$ cat config.mk
export PLATFORM = sky130hd
export DESIGN_NAME = mem_wb_flat
export DESIGN_NICKNAME = d
export VERILOG_FILES = /design/src/rtl/mem_wb_pkg.sv /design/src/rtl/mem_wb_if.sv /design/src/rtl/mem_wb_load_align.sv /design/src/rtl/mem_wb.sv /design/src/flat_wrapper.sv
export SDC_FILE = /design/constraint.sdc
export NUM_CORES = 1
export LEC_CHECK = 0
export BUFFER_PORTS_ARGS = -buffer_cell sky130_fd_sc_hd__clkbuf_2
export CORE_MARGIN = 2
export CORE_UTILIZATION = 45
export DETAILED_ROUTE_END_ITERATION = 7
export PLACE_DENSITY = 0.85
export SYNTH_ARGS = -nofsm -noshare
export SYNTH_HDL_FRONTEND = slang
export SYNTH_SLANG_ARGS = --single-unit
export TNS_END_PERCENT = 1
$ cat constraint.sdc
create_clock -name clk -period 3.6 [get_ports clk]
set_input_delay 0.18 -clock clk [delete_from_list [all_inputs] [get_ports clk]]
set_output_delay 0.18 -clock clk [all_outputs]
set_load 0.02 [all_outputs]
$ cat src/rtl/mem_wb_pkg.sv
// Shared definitions for the MEM/WB stage: bus types, load-type codes, stall-bit
// positions and the layout of the write-back register.
package defines;

    typedef logic [31:0] RegBus;
    typedef logic [4:0]  RegAddrBus;

    localparam RegBus ZeroWord = 32'h0000_0000;

    localparam int unsigned LOAD_NONE = 0;
    localparam int unsigned LOAD_LB   = 1;
    localparam int unsigned LOAD_LBU  = 2;
    localparam int unsigned LOAD_LH   = 3;
    localparam int unsigned LOAD_LHU  = 4;
    localparam int unsigned LOAD_LW   = 5;
    localparam int unsigned LOAD_LWL  = 6;
    localparam int unsigned LOAD_LWR  = 7;

    localparam int unsigned STALL_MEM = 4;
    localparam int unsigned STALL_WB  = 5;

    typedef struct packed {
        logic      wen;
        RegAddrBus waddr;
        RegBus     wdata;
        logic      whilo;
        RegBus     hi;
        RegBus     lo;
        logic      adel;
    } wb_regs_t;

endpackage

$ cat src/rtl/mem_wb_if.sv
// MEM -> WB boundary bus: pipeline control, MEM-stage results and the
// registered write-back outputs.
interface mem_wb_if
    import defines::*;
#(
    parameter int LOAD_W = 3
) ();

    logic [5:0]        stall;
    logic              flush;
    logic              mem_wen;
    RegAddrBus         mem_waddr;
    RegBus             mem_wdata;
    logic [LOAD_W-1:0] mem_load;
    logic [1:0]        mem_addr_lo;
    RegBus             dm_rdata;
    logic              mem_whilo;
    RegBus             mem_hi;
    RegBus             mem_lo;

    logic              wb_wen;
    RegAddrBus         wb_waddr;
    RegBus             wb_wdata;
    logic              wb_whilo;
    RegBus             wb_hi;
    RegBus             wb_lo;
    logic              wb_adel;

    modport master (
        output stall, flush, mem_wen, mem_waddr, mem_wdata, mem_load, mem_addr_lo,
               dm_rdata, mem_whilo, mem_hi, mem_lo,
        input  wb_wen, wb_waddr, wb_wdata, wb_whilo, wb_hi, wb_lo, wb_adel
    );

    modport slave (
        input  stall, flush, mem_wen, mem_waddr, mem_wdata, mem_load, mem_addr_lo,
               dm_rdata, mem_whilo, mem_hi, mem_lo,
        output wb_wen, wb_waddr, wb_wdata, wb_whilo, wb_hi, wb_lo, wb_adel
    );

endinterface

$ cat src/rtl/mem_wb_load_align.sv
// Big-endian load extraction with sign/zero extension and misalignment detection.
// LWL/LWR merging is built only when MEM_WB_UNALIGNED_EN is defined.
module load_align
    import defines::*;
#(
    parameter int LOAD_W = 3
) (
    input  logic [LOAD_W-1:0] mem_load,
    input  logic [1:0]        addr_lo,
    input  RegBus             dm_rdata,
    input  RegBus             rt,
    output RegBus             data,
    output logic              misalign
);

    logic [7:0]  byte_sel;
    logic [15:0] half_sel;

    // Byte 0 is the most significant byte of the read word.
    always_comb begin
        case (addr_lo)
            2'd0:    byte_sel = dm_rdata[31:24];
            2'd1:    byte_sel = dm_rdata[23:16];
            2'd2:    byte_sel = dm_rdata[15:8];
            default: byte_sel = dm_rdata[7:0];
        endcase
        half_sel = addr_lo[1] ? dm_rdata[15:0] : dm_rdata[31:16];
    end

`ifdef MEM_WB_UNALIGNED_EN
    RegBus lwl_word;
    RegBus lwr_word;

    always_comb begin
        case (addr_lo)
            2'd0:    lwl_word = dm_rdata;
            2'd1:    lwl_word = {dm_rdata[23:0], rt[7:0]};
            2'd2:    lwl_word = {dm_rdata[15:0], rt[15:0]};
            default: lwl_word = {dm_rdata[7:0],  rt[23:0]};
        endcase
        case (addr_lo)
            2'd0:    lwr_word = {rt[31:8],  dm_rdata[31:24]};
            2'd1:    lwr_word = {rt[31:16], dm_rdata[31:16]};
            2'd2:    lwr_word = {rt[31:24], dm_rdata[31:8]};
            default: lwr_word = dm_rdata;
        endcase
    end
`endif

    always_comb begin
        // NOTE: every output gets a default first so no path through the case infers a latch.
        data     = rt;
        misalign = 1'b0;
        case (mem_load)
            LOAD_W'(LOAD_LB):  data = {{24{byte_sel[7]}}, byte_sel};
            LOAD_W'(LOAD_LBU): data = {24'h0, byte_sel};
            LOAD_W'(LOAD_LH),
            LOAD_W'(LOAD_LHU): begin
                if (addr_lo[0]) begin
                    misalign = 1'b1;
                    data     = ZeroWord;
                end else if (mem_load == LOAD_W'(LOAD_LH)) begin
                    data = {{16{half_sel[15]}}, half_sel};
                end else begin
                    data = {16'h0, half_sel};
                end
            end
            LOAD_W'(LOAD_LW): begin
                if (addr_lo != 2'd0) begin
                    misalign = 1'b1;
                    data     = ZeroWord;
                end else begin
                    data = dm_rdata;
                end
            end
`ifdef MEM_WB_UNALIGNED_EN
            LOAD_W'(LOAD_LWL): data = lwl_word;
            LOAD_W'(LOAD_LWR): data = lwr_word;
`endif
            default: data = rt;
        endcase
    end

endmodule

$ cat src/rtl/mem_wb.sv
// MEM/WB pipeline register: captures MEM results and load data, applies the
// flush/stall protocol. Optional LWL/LWR support via MEM_WB_UNALIGNED_EN.
module mem_wb
    import defines::*;
#(
    parameter int LOAD_W = 3
) (
    input  logic     clk,
    input  logic     rst,
    mem_wb_if.slave  bus
);

    RegBus    load_data;
    logic     misalign;
    wb_regs_t nxt;
    wb_regs_t q;

    load_align #(.LOAD_W(LOAD_W)) u_load_align (
        .mem_load (bus.mem_load),
        .addr_lo  (bus.mem_addr_lo),
        .dm_rdata (bus.dm_rdata),
        .rt       (bus.mem_wdata),
        .data     (load_data),
        .misalign (misalign)
    );

    // A misaligned load becomes an address-error marker instead of a write.
    assign nxt = '{
        wen:   bus.mem_wen & ~misalign,
        waddr: bus.mem_waddr,
        wdata: load_data,
        whilo: bus.mem_whilo,
        hi:    bus.mem_hi,
        lo:    bus.mem_lo,
        adel:  misalign
    };

    // MEM stalled while WB runs means WB must see a bubble, not a repeat.
    always_ff @(posedge clk or posedge rst) begin
        // NOTE: state registers use non-blocking assignments so all flops update together.
        if (rst) begin
            q <= '0;
        end else if (bus.flush) begin
            q <= '0;
        end else if (bus.stall[STALL_MEM] && !bus.stall[STALL_WB]) begin
            q <= '0;
        end else if (!bus.stall[STALL_MEM]) begin
            q <= nxt;
        end
    end

    assign bus.wb_wen   = q.wen;
    assign bus.wb_waddr = q.waddr;
    assign bus.wb_wdata = q.wdata;
    assign bus.wb_whilo = q.whilo;
    assign bus.wb_hi    = q.hi;
    assign bus.wb_lo    = q.lo;
    assign bus.wb_adel  = q.adel;

endmodule

$ cat src/flat_wrapper.sv
// flat-port wrapper written by rule: the top's interface ports become plain ports
module mem_wb_flat import defines::*;
#(
    parameter int LOAD_W = 3
)
  (clk, rst, bus_stall, bus_flush, bus_mem_wen, bus_mem_waddr, bus_mem_wdata, bus_mem_load, bus_mem_addr_lo, bus_dm_rdata, bus_mem_whilo, bus_mem_hi, bus_mem_lo, bus_wb_wen, bus_wb_waddr, bus_wb_wdata, bus_wb_whilo, bus_wb_hi, bus_wb_lo, bus_wb_adel);
  mem_wb_if #(.LOAD_W(LOAD_W)) bus_i ();
  input  logic clk;
  input  logic rst;
  input wire logic [$bits(bus_i.stall)-1:0] bus_stall;
  input wire logic [$bits(bus_i.flush)-1:0] bus_flush;
  input wire logic [$bits(bus_i.mem_wen)-1:0] bus_mem_wen;
  input wire logic [$bits(bus_i.mem_waddr)-1:0] bus_mem_waddr;
  input wire logic [$bits(bus_i.mem_wdata)-1:0] bus_mem_wdata;
  input wire logic [$bits(bus_i.mem_load)-1:0] bus_mem_load;
  input wire logic [$bits(bus_i.mem_addr_lo)-1:0] bus_mem_addr_lo;
  input wire logic [$bits(bus_i.dm_rdata)-1:0] bus_dm_rdata;
  input wire logic [$bits(bus_i.mem_whilo)-1:0] bus_mem_whilo;
  input wire logic [$bits(bus_i.mem_hi)-1:0] bus_mem_hi;
  input wire logic [$bits(bus_i.mem_lo)-1:0] bus_mem_lo;
  output wire logic [$bits(bus_i.wb_wen)-1:0] bus_wb_wen;
  output wire logic [$bits(bus_i.wb_waddr)-1:0] bus_wb_waddr;
  output wire logic [$bits(bus_i.wb_wdata)-1:0] bus_wb_wdata;
  output wire logic [$bits(bus_i.wb_whilo)-1:0] bus_wb_whilo;
  output wire logic [$bits(bus_i.wb_hi)-1:0] bus_wb_hi;
  output wire logic [$bits(bus_i.wb_lo)-1:0] bus_wb_lo;
  output wire logic [$bits(bus_i.wb_adel)-1:0] bus_wb_adel;
  assign bus_i.stall = bus_stall;
  assign bus_i.flush = bus_flush;
  assign bus_i.mem_wen = bus_mem_wen;
  assign bus_i.mem_waddr = bus_mem_waddr;
  assign bus_i.mem_wdata = bus_mem_wdata;
  assign bus_i.mem_load = bus_mem_load;
  assign bus_i.mem_addr_lo = bus_mem_addr_lo;
  assign bus_i.dm_rdata = bus_dm_rdata;
  assign bus_i.mem_whilo = bus_mem_whilo;
  assign bus_i.mem_hi = bus_mem_hi;
  assign bus_i.mem_lo = bus_mem_lo;
  assign bus_wb_wen = bus_i.wb_wen;
  assign bus_wb_waddr = bus_i.wb_waddr;
  assign bus_wb_wdata = bus_i.wb_wdata;
  assign bus_wb_whilo = bus_i.wb_whilo;
  assign bus_wb_hi = bus_i.wb_hi;
  assign bus_wb_lo = bus_i.wb_lo;
  assign bus_wb_adel = bus_i.wb_adel;
  mem_wb #(.LOAD_W(LOAD_W)) u_core (.clk(clk), .rst(rst), .bus(bus_i));
endmodule
==> run summary, run 1 <==
## Power
- leakage power summed over all cells: 3.39 nW
- logic gate share of total power: 0.184
- Max VDD drop: 212 uV
- total internal power: 1.75 mW
- sequential share of power: 0.509
- share of total power in the clock network: 0.307
- overall power: 2.47 mW
- net switching power: 0.720 mW
- switching part of the total power: 0.291
- pwr dens: 399 nW/um2

## Placement
- placed cell count: 776
- post-detailed-placement half-perimeter wirelength: 10300 um
- Final Wtd Congestion: 0.908
- pre-CTS WS: 1.32 ns
- Port-buffer cells: 248

## Run status
- outcome: finished, violations left
- failing checks: hold timing

## Route
- number of optimization iterations in the first detailed-route pass: 5
- via count: 4432
- drt total wl: 13900 um
- detailed-route vias per instance: 5.60
- drt first-iter violations: 370
- Routed wire per std cell: 17.5 um
- DRC violations left: 0
- Post-DRT Antenna Nets: 0

## Clock tree
- count of hold-fix buffers inserted at cts: 0
- Bufs on Longest Clock Path: 2
- Gates resized, CTS repair: 0
- root buffer selected by CTS: sky130_fd_sc_hd__clkbuf_8
- TritonCTS clock tree: yes
- CTS Sinks: 104
- H-tree levels: 3
- Setup Buffers After CTS: 0
- Clock Pin Slew Worst Setup and Hold Paths: 0.10 ns
- TritonCTS Buffers: 9
- Clock Latency Late Sink: 0.35 ns

## STA
- f_max: 533 MHz
- number of slew-limit violations in the final report: 0
- Fin. Hold Viols: 12
- post-route worst setup slack: 1.73 ns
- Max-slew headroom: 0.367
- worst clock skew: 0 ns
- Hold Slack: -0.0116 ns
- fin crit share: 0.521
- final setup vio count: 0
- final critical path time including I/O delays and setup: 1.87 ns
- unrepaired setup endpoints after global routing: false
- final sum of negative setup slack: 0 ns
- Worst Tran Pin Value: 0.946 ns

## Yosys
- number of flops mapped to enable cells by yosys: 0
- Post-Syn Area: 4690 um2
- Synthesized Nets: 574
- total of warnings raised by yosys: 0
- prevailing post-synth register cell: sky130_fd_sc_hd__dfrtp_1
- number of standard cells after synthesis: 425
- sequential-to-total area share from yosys stat: 0.555
- post-synthesis average cell area: 11.0 um2
- number of different library cells in the post-synthesis netlist: 42
- proportion of register bits with asynchronous set or reset after synthesis: 1.00
- post-synthesis sequential element count: 104

## Global route
- global-route wire length before repair: 21700 um
- Total GRT Usage: 0.244
- number of global-route vias before repair: 4282
- gr ovfl total: 0
- number of antenna violations at the first check in global routing: 0
- maximum number of pins on one net before global-route repair: 73

## Hold path
- Min-Delay Path Class: in2async

## Cells and area
- final non-filler cell total: 792
- layout overhead on the synthesized area: 31.8%
- fraction of layout instances using a drive strength above 1: 0.427
- n_diodes: 0
- final-stage net count: 800

## Floorplan
- floorplan die height: 106 um
- Core Rows: 37
- die width: 106 um
- total die area: 11300 um2
- initial standard-cell utilization of the core: 0.459
- number of primary I/O pins: 253
- core region area: 10200 um2

## Setup path
- path type of the worst setup path: in2reg
- Crit. End Element: flop
- maximum fanout count along the critical path: 15
- RR Startpoint: u_core.bus.wb_wdata[2]
- arrival time reported for the critical path endpoint: 2.12 ns
- startpoint of the most critical setup path: bus_mem_addr_lo[1]
- crit start category: primary input
- endpoint required time on the critical path: 3.84 ns

## Flow run
- number of maximum-capacitance constraint violations: 0

-- stage by stage --
| step | hold WS (ns) | instance area [um2] | utilization |
|---|---|---|---|
| after detailed placement | 0.401 | 5980 | 0.584 |
| after global placement | 0.396 | 5980 | 0.584 |
| after CTS | 0.0101 | 6190 | 0.605 |
| final | -0.0116 | 6190 | 0.605 |
| after global routing | 0.0127 | 6190 | 0.605 |
| after floorplan | 0.308 | 4690 | - |
-- power by group through the flow --
stage	sequential (mW)	combinational (mW)	clock, mW
2_1_floorplan	1.35	0.189	0
3_3_place_gp	1.28	0.447	0
3_5_place_dp	1.28	0.456	0
4_1_cts	1.26	0.458	0.775
5_1_grt	1.27	0.495	0.825
6_report	1.26	0.454	0.757
-- cells in the mapped netlist, types with 2 or more instances --
cell type                   number  share of area
sky130_fd_sc_hd__a21o_1         17          0.027
sky130_fd_sc_hd__a21oi_1        25          0.027
sky130_fd_sc_hd__a221oi_1       10          0.019
sky130_fd_sc_hd__a22o_1         71           0.13
sky130_fd_sc_hd__a22oi_1         2         0.0032
sky130_fd_sc_hd__and2_1          8          0.011
sky130_fd_sc_hd__buf_1           4         0.0032
sky130_fd_sc_hd__buf_2           6         0.0064
sky130_fd_sc_hd__buf_4           2         0.0032
sky130_fd_sc_hd__buf_6           2         0.0048
sky130_fd_sc_hd__clkbuf_1       23          0.018
sky130_fd_sc_hd__dfrtp_1       104           0.55
sky130_fd_sc_hd__inv_1           3         0.0024
sky130_fd_sc_hd__mux2i_1         6          0.013
sky130_fd_sc_hd__mux4_2          2         0.0096
sky130_fd_sc_hd__nand2_1        48          0.038
sky130_fd_sc_hd__nand3_1         6         0.0064
sky130_fd_sc_hd__nor2_1          7         0.0056
sky130_fd_sc_hd__nor2b_1         3         0.0040
sky130_fd_sc_hd__o21ai_0        35          0.037
sky130_fd_sc_hd__o21ai_1         9         0.0096
sky130_fd_sc_hd__o22ai_1         2         0.0027
sky130_fd_sc_hd__o2bb2ai_1       6          0.011
sky130_fd_sc_hd__o31ai_1         6         0.0096
-- flip-flops by register name, indices dropped and copies added (netlist names) --
name,count
u_core.bus.wb_lo,32
u_core.bus.wb_wen,1
u_core.bus.wb_whilo,1
u_core.bus.wb_hi,32
u_core.bus.wb_adel,1
u_core.bus.wb_wdata,32
u_core.bus.wb_waddr,5
-- area by class of cell --
class                   count  area, um2
repair buffers            252       1270
well taps                 136        170
clock inverters             5       65.1
fillers                   908       4050
multi-input cells         281       1920
clock buffers              11        141
inverters                   3       13.8
flip-flops and latches    104       2600
-- per-layer routing --
| metal | share of wire | GRT usage |
|---|---|---|
| met3 | 0.074 | 0.0435 |
| met1 | 0.42 | 0.325 |
| met5 | 0 | 0 |
| met4 | 0.020 | 0.0883 |
| met2 | 0.49 | 0.402 |
-- placed cells by master, fill, tap and decap left out, types with 2 or more instances in the layout --
cell type and n:
sky130_fd_sc_hd__nand3_1 6, sky130_fd_sc_hd__o2bb2ai_1 6, sky130_fd_sc_hd__nor2b_1 3, sky130_fd_sc_hd__a22o_1 71
sky130_fd_sc_hd__clkbuf_8 10, sky130_fd_sc_hd__a22oi_1 2, sky130_fd_sc_hd__nor2_1 6, sky130_fd_sc_hd__a221oi_1 10
sky130_fd_sc_hd__o21ai_1 9, sky130_fd_sc_hd__o31ai_1 6, sky130_fd_sc_hd__o22ai_1 2, sky130_fd_sc_hd__a21oi_1 25
sky130_fd_sc_hd__clkinvlp_4 2, sky130_fd_sc_hd__o21ai_0 35, sky130_fd_sc_hd__dfrtp_1 104, sky130_fd_sc_hd__a21o_1 17
sky130_fd_sc_hd__and2_1 8, sky130_fd_sc_hd__clkbuf_2 248, sky130_fd_sc_hd__mux2i_1 6, sky130_fd_sc_hd__nand2_1 48
sky130_fd_sc_hd__inv_1 2, sky130_fd_sc_hd__buf_4 4, sky130_fd_sc_hd__mux4_2 2
-- worst paths after layout --
check,end,slack (ns),cells after the start
setup reg to reg,u_core.bus.wb_wdata[2],2.68,4
setup / recovery,u_core.bus.wb_wdata[9],1.73,6
hold / removal,u_core.bus.wb_hi[13],-0.01,2
hold reg to reg,u_core.bus.wb_wdata[0],0.49,2
max in group asynchronous,u_core.bus.wb_hi[25],2.68,3
min in group clk,u_core.bus.wb_lo[22],0.03,2
-- critical path: stages --
cell                       delay, ns
sky130_fd_sc_hd__clkbuf_2       0.38
sky130_fd_sc_hd__mux4_2         0.60
sky130_fd_sc_hd__nor2b_2        0.21
sky130_fd_sc_hd__o21ai_1        0.21
sky130_fd_sc_hd__a221oi_1       0.41
sky130_fd_sc_hd__o21ai_1        0.12
-- logic make-up after synthesis --
group                  Yosys count  share of synthesized area
buffers and inverters           40                     0.0384
AND/OR/NAND/NOR                 82                     0.0850
flip-flops                     104                      0.555
multiplexers                     9                     0.0248
XOR/XNOR                         1                    0.00187
AO/OA/AOI/OAI                  189                      0.295
Note: power is estimated with default switching activity, not from simulation.
==> inputs of run 2 (changes only) <==
--- a/config.mk
+++ b/config.mk
@@ -5,11 +5,12 @@
 export SDC_FILE = /design/constraint.sdc
 export NUM_CORES = 1
 export LEC_CHECK = 0
+export ABC_AREA = 1
 export BUFFER_PORTS_ARGS = -buffer_cell sky130_fd_sc_hd__clkbuf_2
 export CORE_MARGIN = 2
-export CORE_UTILIZATION = 45
+export CORE_UTILIZATION = 47
 export DETAILED_ROUTE_END_ITERATION = 7
-export PLACE_DENSITY = 0.85
+export PLACE_DENSITY = 0.86
 export SYNTH_ARGS = -nofsm -noshare
 export SYNTH_HDL_FRONTEND = slang
 export SYNTH_SLANG_ARGS = --single-unit
==> constraint.sdc (replaced) <==
create_clock -name clk -period 1.85 [get_ports clk]
set_input_delay 0.0925 -clock clk [delete_from_list [all_inputs] [get_ports clk]]
set_output_delay 0.0925 -clock clk [all_outputs]
set_load 0.02 [all_outputs]
==> run 2 against run 1 <==
Against the previous run: largest cell class unchanged; global-route usage is 4.0 points higher; flip-flop and latch count stayed put; first-iteration DRC count is 18% higher; sequential power is 95% higher; largest power group unchanged; sequential share of layout area is 7.6 points lower; the flow now finishes without violations; clock power is 100% higher; synthesized cell count is 48% higher; critical path depth is 2 higher; non-clock buffer count is 86 higher.
==> run summary, run 2 <==
## Flow run
- number of maximum-capacitance constraint violations: 0, unchanged

## Power
- overall power: 5.14 mW, +110%
- total internal power: 3.54 mW, +100%
- pwr dens: 681 nW/um2, +71%
- switching part of the total power: 0.312, +0.0203
- logic gate share of total power: 0.225, +0.041
- Max VDD drop: 573 uV, +170%
- net switching power: 1.60 mW, +120%
- leakage power summed over all cells: 4.41 nW, +30%
- share of total power in the clock network: 0.297, -0.010
- sequential share of power: 0.478, -0.031

## STA
- post-route worst setup slack: 0.770 ns, -0.956 ns
- f_max: 926 MHz
- Worst Tran Pin Value: 0.501 ns, -0.445 ns
- unrepaired setup endpoints after global routing: false
- final sum of negative setup slack: 0 ns, unchanged
- worst clock skew: 0 ns, unchanged
- fin crit share: 0.584
- Fin. Hold Viols: 0, -12
- Hold Slack: 0.0217 ns, +0.0333 ns
- final setup vio count: 0, unchanged
- Max-slew headroom: 0.665, +0.298
- final critical path time including I/O delays and setup: 1.08 ns
- number of slew-limit violations in the final report: 0, unchanged

## Cells and area
- fraction of layout instances using a drive strength above 1: 0.331, -0.0963
- most common cell after layout, fill and taps aside: sky130_fd_sc_hd__clkbuf_2
- commonest non-fill, non-tap cells in the layout: 248 x sky130_fd_sc_hd__clkbuf_2, 211 x sky130_fd_sc_hd__nand2_1, 104 x sky130_fd_sc_hd__dfrtp_1
- register area: 2600 um2, unchanged
- footprint of the multi-input gates: 2230 um2, +16%
- layout overhead on the synthesized area: 44.4%
- fill cell total of the finished layout: 861, -5.2%
- final non-filler cell total: 1088, +37%
- final-stage net count: 1091, +36%

## Hold path
- hold path startpoint: bus_mem_wdata[2]
- Min-Delay Path Class: in2reg

## Route
- detailed-route vias per instance: 5.01, -10%
- drt first-iter violations: 438, +18%
- Routed wire per std cell: 15.6 um, -11%
- Post-DRT Antenna Nets: 0, unchanged
- drt total wl: 16900 um, +22%
- via count: 5450, +23%
- number of optimization iterations in the first detailed-route pass: 5, unchanged
- DRC violations left: 0, unchanged

## Setup path
- startpoint of the most critical setup path: bus_mem_addr_lo[1]
- RR Startpoint: u_core.bus.wb_hi[18]
- dominant cell type by count on the critical path: sky130_fd_sc_hd__nand2_1
- slowest cell delay on critical path: 0.27 ns, -0.33 ns
- arrival time reported for the critical path endpoint: 1.40 ns, -0.72 ns
- critical path's top delay family: simple AND/OR/NAND/NOR gates
- cell-by-cell trace of the critical path: clkbuf_2 > nor2_4 > nand2_2 > nand3_2 > nand3_4 > nand2_1 > nand2_1 > nand2_1
- path type of the worst setup path: in2reg
- slowest cell on the critical path: sky130_fd_sc_hd__nor2_4
- endpoint required time on the critical path: 2.17 ns, -1.67 ns
- Crit. End Element: flop
- sum of buffers and inverters on the critical path: 1, unchanged
- crit start category: primary input
- maximum fanout count along the critical path: 24, +9

## Clock tree
- Gates resized, CTS repair: 0, unchanged
- H-tree levels: 3, unchanged
- Clock Pin Slew Worst Setup and Hold Paths: 0.11 ns, about the same
- Clock Latency Late Sink: 0.37 ns, +0.02 ns
- CTS Sinks: 104, unchanged
- TritonCTS Buffers: 9, unchanged
- root buffer selected by CTS: sky130_fd_sc_hd__clkbuf_8
- Setup Buffers After CTS: 0, unchanged
- count of hold-fix buffers inserted at cts: 75, +75
- TritonCTS clock tree: yes
- Bufs on Longest Clock Path: 2, unchanged

## Yosys
- post-synthesis sequential element count: 104, unchanged
- most common library cells after synthesis: 211 x sky130_fd_sc_hd__nand2_1, 104 x sky130_fd_sc_hd__dfrtp_1, 70 x sky130_fd_sc_hd__a22o_1
- area share of the leading cell type in the synthesized netlist: 0.497, -0.0570
- proportion of register bits with asynchronous set or reset after synthesis: 1.00, unchanged
- sequential-to-total area share from yosys stat: 0.497, -0.0570
- number of standard cells after synthesis: 631, +48%
- most used standard cell by instance count after synthesis: sky130_fd_sc_hd__nand2_1
- top cells by area, synth: sky130_fd_sc_hd__dfrtp_1 50%, sky130_fd_sc_hd__nand2_1 15%, sky130_fd_sc_hd__a22o_1 12%
- post-synthesis average cell area: 8.29 um2, -25%
- Post-Syn Area: 5230 um2, +11%
- prevailing post-synth register cell: sky130_fd_sc_hd__dfrtp_1
- post-synth top area cell: sky130_fd_sc_hd__dfrtp_1
- Synthesized Nets: 780, +36%
- total of warnings raised by yosys: 0, unchanged
- number of different library cells in the post-synthesis netlist: 25, -40%
- number of flops mapped to enable cells by yosys: 0, unchanged

## Global route
- gr ovfl total: 0, unchanged
- maximum number of pins on one net before global-route repair: 72, -1.4%
- number of global-route vias before repair: 5352, +25%
- number of antenna violations at the first check in global routing: 1, +1
- Total GRT Usage: 0.284, +0.0399
- global-route wire length before repair: 26400 um, +22%

## Placement
- placed cell count: 996, +28%
- post-detailed-placement half-perimeter wirelength: 11500 um, +12%
- Final Wtd Congestion: 0.985, +8.5%
- pre-CTS WS: 0.418 ns, -0.903 ns
- Port-buffer cells: 248, unchanged

## Floorplan
- number of primary I/O pins: 253, unchanged
- floorplan die height: 110 um, +3.2%
- total die area: 12000 um2, +6.5%
- initial standard-cell utilization of the core: 0.483, +0.0238
- core region area: 10800 um2, +6.0%
- die width: 110 um, +3.2%
- Core Rows: 38, +2.7%

## Run status
- outcome: finished, final reports clean

==> run 2: changes by cell type in the layout (fill, tap and decap cells not counted), sizes merged, moves of 17 or more <==
cell and change:
a21o -17, a21oi -24, dlygate4sd3 +75, inv +49, nand2 +170, nand3 +31, nor2 +53
==> run 2: final cells by class <==
type,count,area share
timing repair buffer,338,0.282
sequential,104,0.345
clock inverter,7,0.0128
inverter,51,0.0260
tap,140,0.0232
clock buffer,9,0.0164
antenna,1,0.000331
multi-input combinational,438,0.295
==> run 2: metal layers <==
layer / share of wire / global-route usage
met1: 0.41 / 0.361
met2: 0.50 / 0.479
met3: 0.070 / 0.0539
met4: 0.028 / 0.110
met5: 0 / 0
==> run 2: power groups by stage <==
| stage | sequential, mW | combinational (mW) | clock, mW |
|---|---|---|---|
| floorplan | 2.64 | 0.458 | 0 |
| global placement | 2.49 | 0.998 | 0 |
| detailed placement | 2.50 | 1.01 | 0 |
| CTS | 2.45 | 1.14 | 1.57 |
| global route | 2.47 | 1.27 | 1.65 |
| finish | 2.46 | 1.15 | 1.53 |
==> run 2: per-stage QoR <==
step | area, um2 | utilization
6_report | 7550 | 0.697
5_1_grt | 7550 | 0.697
4_1_cts | 7550 | 0.697
3_5_place_dp | 6580 | 0.607
3_3_place_gp | 6580 | 0.607
2_1_floorplan | 5240 | -
==> run 2: path summary, 6_finish.rpt <==
| check | to | slack, ns | depth (start not counted) |
|---|---|---|---|
| setup / recovery | u_core.bus.wb_wdata[9] | 0.77 | 8 |
| hold / removal | u_core.bus.wb_wdata[2] | 0.02 | 5 |
| setup reg to reg | u_core.bus.wb_hi[18] | 1.06 | 1 |
| hold reg to reg | u_core.bus.wb_wdata[20] | 0.48 | 2 |
| max in group asynchronous | u_core.bus.wb_wdata[25] | 1.14 | 4 |
| min in group asynchronous | u_core.bus.wb_waddr[4] | 0.36 | 4 |
==> run 2: cell families after synthesis <==
kind of cell | count (synthesis) | synth area share
simple gates | 325 | 0.262
compound gates | 113 | 0.160
flops | 104 | 0.497
buf+inv | 89 | 0.0796
==> run 2: tightest hold or removal path: cells and delay by family <==
kind / cells / cell delay [ns]
buf+inv: 2 / 0.12
simple gates: 2 / 0.10
compound gates: 1 / 0.05
